## config.mk

```make
export PLATFORM = sky130hd
export DESIGN_NAME = cm0_acg_ctrl
export DESIGN_NICKNAME = d
export VERILOG_FILES = /design/src/rtl/cm0_acg_ctrl_pkg.sv /design/src/rtl/cm0_acg.sv /design/src/rtl/cm0_acg_ctrl_ch.sv /design/src/rtl/cm0_acg_ctrl.sv
export SDC_FILE = /design/constraint.sdc
export NUM_CORES = 1
export LEC_CHECK = 0
export ABC_CLOCK_PERIOD_IN_PS = 4500
export CORE_UTILIZATION = 40
export CTS_CLUSTER_SIZE = 28
export DETAILED_ROUTE_END_ITERATION = 10
export PLACE_DENSITY_LB_ADDON = 0.15
export SLEW_MARGIN = 40
export SYNTH_ARGS = -nofsm -noshare
export SYNTH_HDL_FRONTEND = slang
export SYNTH_HIERARCHICAL = 1
export SYNTH_SLANG_ARGS = --single-unit
```

## constraint.sdc

```tcl
create_clock -name CLKIN -period 4.5 [get_ports CLKIN]
set_input_delay 0.45 -clock CLKIN [delete_from_list [all_inputs] [get_ports CLKIN]]
set_output_delay 0.45 -clock CLKIN [all_outputs]
set_load 0.005 [all_outputs]
```

## src/rtl/cm0_acg_ctrl_pkg.sv

```systemverilog
// Shared definitions for the automatic clock-gating controller: channel state
// encodings, wake-counter width and the wake-cycle clamp.
package cm0_acg_ctrl_pkg;

    localparam int WCNT_W = 3;

    typedef enum logic [1:0] {
        ST_OFF  = 2'b00,
        ST_WAKE = 2'b01,
        ST_ON   = 2'b10,
        ST_IDLE = 2'b11
    } acg_state_e;

    // Zero would never leave WAKE, and the counter cannot count past 7.
    function automatic logic [WCNT_W-1:0] clamp_wake_cyc(input int unsigned cyc);
        logic [31:0] c;
        c = cyc;
        if (cyc == 0) return WCNT_W'(1);
        if (cyc > 7) return WCNT_W'(7);
        return c[WCNT_W-1:0];
    endfunction

endpackage

```

## src/rtl/cm0_acg.sv

```systemverilog
// Integrated clock-gate cell wrapper: enable is captured while the clock is low
// so the gated clock can never produce a truncated high pulse.
module cm0_acg #(
    parameter int CBAW = 0
) (
    input  logic CLKIN,
    input  logic ENABLE,
    input  logic SE,
    output logic CLKOUT
);

    generate
        if (CBAW != 0) begin : g_and
            // Latch-free variant for flows that map gating onto dedicated clock buffers.
            assign CLKOUT = CLKIN & (ENABLE | SE);
        end else begin : g_latch
            logic en_lat;
            always_latch begin
                if (!CLKIN) en_lat <= ENABLE | SE;
            end
            assign CLKOUT = CLKIN & en_lat;
        end
    endgenerate

endmodule

```

## src/rtl/cm0_acg_ctrl_ch.sv

```systemverilog
// One gated-clock channel: wake/idle FSM with hysteresis counters driving an ICG,
// plus a registered acknowledge that the channel clock is running.
module cm0_acg_ctrl_ch
    import cm0_acg_ctrl_pkg::*;
#(
    parameter int IDLE_W   = 4,
    parameter int WAKE_CYC = 1,
    parameter int ACG      = 1,
    parameter int CBAW     = 0
) (
    input  logic              clk_in,
    input  logic              rst,
    input  logic              se,
    input  logic              req,
    input  logic              force_on,
    input  logic [IDLE_W-1:0] idle_lim,
    output logic              clk_out,
    output logic              ack
);

    localparam logic [WCNT_W-1:0] WAKE_LIM = clamp_wake_cyc(WAKE_CYC);

    logic icg_en;

    generate
        if (ACG != 0) begin : g_fsm
            acg_state_e        state_q, state_d;
            logic [IDLE_W-1:0] cnt_q, cnt_d;
            logic [WCNT_W-1:0] wcnt_q, wcnt_d;
            logic              ack_q, ack_d;
            logic              r;

            assign r = req | force_on;

            always_comb begin
                state_d = state_q;
                cnt_d   = cnt_q;
                wcnt_d  = wcnt_q;
                case (state_q)
                    ST_OFF: begin
                        if (r) begin
                            state_d = ST_WAKE;
                            wcnt_d  = WCNT_W'(1);
                        end
                    end
                    ST_WAKE: begin
                        // A request dropped during wake still completes to ON.
                        if (wcnt_q == WAKE_LIM) state_d = ST_ON;
                        else                    wcnt_d  = wcnt_q + WCNT_W'(1);
                    end
                    ST_ON: begin
                        if (r) begin
                            cnt_d = '0;
                        end else if (idle_lim == '0) begin
                            state_d = ST_OFF;
                        end else begin
                            state_d = ST_IDLE;
                            cnt_d   = IDLE_W'(1);
                        end
                    end
                    ST_IDLE: begin
                        // >= so a limit lowered below the running count gates off at once.
                        if (r) begin
                            state_d = ST_ON;
                            cnt_d   = '0;
                        end else if (cnt_q >= idle_lim) begin
                            state_d = ST_OFF;
                        end else if (cnt_q != '1) begin
                            cnt_d = cnt_q + IDLE_W'(1);
                        end
                    end
                    default: state_d = ST_ON;
                endcase
                ack_d = (state_d == ST_ON) || (state_d == ST_IDLE);
            end

            // Reset lands in ON so gated domains see clock edges while in reset.
            always_ff @(posedge clk_in) begin
                if (rst) begin
                    state_q <= ST_ON;
                    cnt_q   <= '0;
                    wcnt_q  <= '0;
                    ack_q   <= 1'b1;
                end else begin
                    state_q <= state_d;
                    cnt_q   <= cnt_d;
                    wcnt_q  <= wcnt_d;
                    ack_q   <= ack_d;
                end
            end

            assign icg_en = (state_q != ST_OFF) | force_on;
            assign ack    = ack_q;
        end else begin : g_bypass
            assign icg_en = 1'b1;
            assign ack    = 1'b1;
        end
    endgenerate

    cm0_acg #(
        .CBAW (CBAW)
    ) u_icg (
        .CLKIN  (clk_in),
        .ENABLE (icg_en),
        .SE     (se),
        .CLKOUT (clk_out)
    );

endmodule

```

## src/rtl/cm0_acg_ctrl.sv

```systemverilog
// Multi-channel automatic clock-gating controller: one independent gated clock
// per channel derived from the shared root clock.
module cm0_acg_ctrl
    import cm0_acg_ctrl_pkg::*;
#(
    parameter int NCH      = 4,
    parameter int IDLE_W   = 4,
    parameter int WAKE_CYC = 1,
    parameter int ACG      = 1,
    parameter int CBAW     = 0
) (
    input  logic                  CLKIN,
    input  logic                  RESET,
    input  logic                  SE,
    input  logic [NCH-1:0]        REQ,
    input  logic [NCH-1:0]        FORCE_ON,
    input  logic [NCH*IDLE_W-1:0] IDLE_LIM,
    output logic [NCH-1:0]        CLKOUT,
    output logic [NCH-1:0]        ACK
);

    generate
        for (genvar i = 0; i < NCH; i++) begin : g_ch
            cm0_acg_ctrl_ch #(
                .IDLE_W   (IDLE_W),
                .WAKE_CYC (WAKE_CYC),
                .ACG      (ACG),
                .CBAW     (CBAW)
            ) u_ch (
                .clk_in   (CLKIN),
                .rst      (RESET),
                .se       (SE),
                .req      (REQ[i]),
                .force_on (FORCE_ON[i]),
                .idle_lim (IDLE_LIM[i*IDLE_W +: IDLE_W]),
                .clk_out  (CLKOUT[i]),
                .ack      (ACK[i])
            );
        end
    endgenerate

endmodule
```

==> qor.yml <==
routing:
  drc: 0
  route.vias.total: 2619
  viasPerCell: 5.47
  avgRoutedWirePerCell_um: 12.6
  drt-total-wl_um: 6060
  drt_iter0_markers: 143
  ant_nets: 0
  drtPass1Iterations: 4
critical_path:
  path_max_fanout: 1
  slowest_stage: "clkdlybuf4s50_1"
  endpoint_kind: "output pin"
  cpPeakStageDelay_ps: 530
  worstPathRequired_ps: 4050
  worst-setup-path-type: "latch2out"
  arrival_ps: 3730
  worstPathCellList: "and2_1, clkdlybuf4s50_1"
  cp-start-kind: "latch"
clock_tree:
  clk_latency_ps: 390
  clk_pin_slew_ps: 80
  hold_buffers: 0
  cts_tree: "done"
  cts_resized: 0
  cts_setup_buffers: 0
die:
  die_h_um: 87.6
  die_w_um: 87.6
  ios: 35
  initial_core_util_pct: 42.2
  rows: 30
  fp.dieArea_um2: 7670
  core_um2: 6940
yosys:
  synthDistinctLibCells: 38
  synth_top_flop_cell: "dfxtp_1"
  avgSynthCellArea_um2: 8.32
  syn_nets: 407
  synth_edf_count: 0
  netlist_instances: 352
  synth_common_cells: "36 x dfxtp_1, 32 x inv_1, 28 x ha_1, 28 x nor2_1"
  yosysTopAreaCellShare_pct: 24.6
  syn_area_um2: 2930
  synthTopCellsByArea: "dfxtp_1 25%, ha_1 12%, inv_1 4.1%"
  yosys.area.top_type: "dfxtp_1"
  yosys_warnings: 6
  synth_async_sr_flop_share_pct: 0
  yosysMostFrequentCell: "dfxtp_1"
  synth_seq_cells: 40
global_routing:
  antenna_found_initial: 0
  use_met2_pct: 27.1
  top_usage_layer: "met2"
  gr-usage-met3_pct: 5.75
  grt_overflow: 0
  grt_use_met1_pct: 21.6
  first_global_vias: 2485
  grt_max_degree: 33
  grt_util_all_layers_pct: 17.4
  grt_pass1_wl_um: 10500
final_layout:
  register_area_um2: 781
  multi_input_area_um2: 1910
  nets: 437
  final_layout_size_suffix_gt1_share_pct: 8.09
  diodes: 0
  nFillCells: 650
  area_growth_pct: 17.4
timing:
  setup_viol: 0
  drv_slew: 0
  tightest_slew_ps: 530
  tns_ps: 0
  max_slew_margin_pct: 64.4
  final-hold-violation-count: 0
  fin_hold_ws_ps: 493
  rsz0062_at_grt: "false"
  finalClockSkew_ps: 2.45
outcome:
  status: "finished, final reports clean"
hold_path:
  hp-class: "reg2reg"
placed_design:
  dp_hpwl_um: 4450
  port_buffers: 34
  gp_congestion: 0.838
power:
  p_leak_nw: 1.34
  vdd.ir_drop.worst_mv: 0.138
  p_per_area_nw_per_um2: 288
flow_run:
  maxCapViolCount: 0
-- where the power goes --
part | internal, mW | switching, mW | total, mW
Clock | 0.316 | 0.188 | 0.504
Combinational | 0.0639 | 0.0540 | 0.118
Sequential | 0.350 | 0.0186 | 0.369
Total | 0.730 | 0.261 | 0.991
-- cells by family (layout without fill, tap and decap cells) --
family	after synthesis	in the layout	share of synthesized area, %
flops	36	36	24.6
simple gates	132	132	25.6
latches	4	4	2.05
mux	8	8	2.91
fa+ha+maj	28	28	12.0
compound gates	96	96	24.6
buf+inv	48	79	8.21
-- state kept, by name, summed over array words and instances, names as in the netlist --
| signal | flops |
|---|---|
| g_ch.u_ch/g_fsm.cnt_q | 16 |
| g_ch.u_ch/g_fsm.wcnt_q | 12 |
| g_ch.u_ch/ack | 4 |
| g_ch.u_ch/g_fsm.state_q | 4 |
| g_ch.u_ch/u_icg/g_latch.en_lat | 4 |
-- metrics by stage --
step	setup WS, ps	total power [mW]	cell area (um^2)	instances	util, %
detailed placement	832	0.595	3280	467	47.2
global route	282	1.06	3440	479	49.5
global placement	823	0.594	3280	467	47.2
finish	322	0.991	3440	479	49.5
CTS	284	1.02	3440	479	49.5
floorplan	1220	0.486	2930	352	-
-- final timing paths --
check	startpoint	end	slack [ps]	cells past startpoint
max	g_ch[0].u_ch/u_icg/g_latch.en_lat$_DLATCH_N_	CLKOUT[0]	320	2
min	g_ch[1].u_ch/g_fsm.cnt_q[3]$_SDFFE_PP0P_	g_ch[1].u_ch/g_fsm.cnt_q[3]$_SDFFE_PP0P_	490	1
max reg2reg	g_ch[0].u_ch/g_fsm.state_q[0]$_SDFF_PP0_	g_ch[0].u_ch/u_icg/g_latch.en_lat$_DLATCH_N_	1190	2
min reg2reg	g_ch[1].u_ch/g_fsm.cnt_q[3]$_SDFFE_PP0P_	g_ch[1].u_ch/g_fsm.cnt_q[3]$_SDFFE_PP0P_	490	1
-- area by class of cell --
type	instances	share of cell area [%]
well taps	96	3.49
clock buffers	13	4.77
flip-flops and latches	40	22.7
repair buffers	31	8.96
multi-input cells	264	55.5
inverters	32	3.49
clock inverters	3	1.09
-- metal layers --
layer  vias up  wire length [um]  part of all wire [%]
met5         -                 0                     0
met4         0                69                   1.1
met3         9               273                   4.5
met2        56              2760                    46
met1      1195              2960                    49
li1       1359                 -                     -
-- critical path: cells and delay by family (launching register included) --
| family | cells | cell delay (ps) |
|---|---|---|
| buf+inv | 1 | 530 |
| simple gates | 1 | 160 |
| latches | 1 | 380 |
-- cells in the final DEF, fill, tap and decap left out, types with 8 or more instances in the layout --
cell	n
dfxtp_1	36
clkdlybuf4s50_1	34
inv_1	32
nor2_1	28
ha_1	28
a21oi_1	20
nand2_1	20
o21ai_0	16
nand3_1	16
or3_1	12
a31oi_1	12
o21ai_1	12
clkbuf_8	9
or2_1	8
nor3_1	8
and4b_1	8
(Power assumes the default switching activity.)
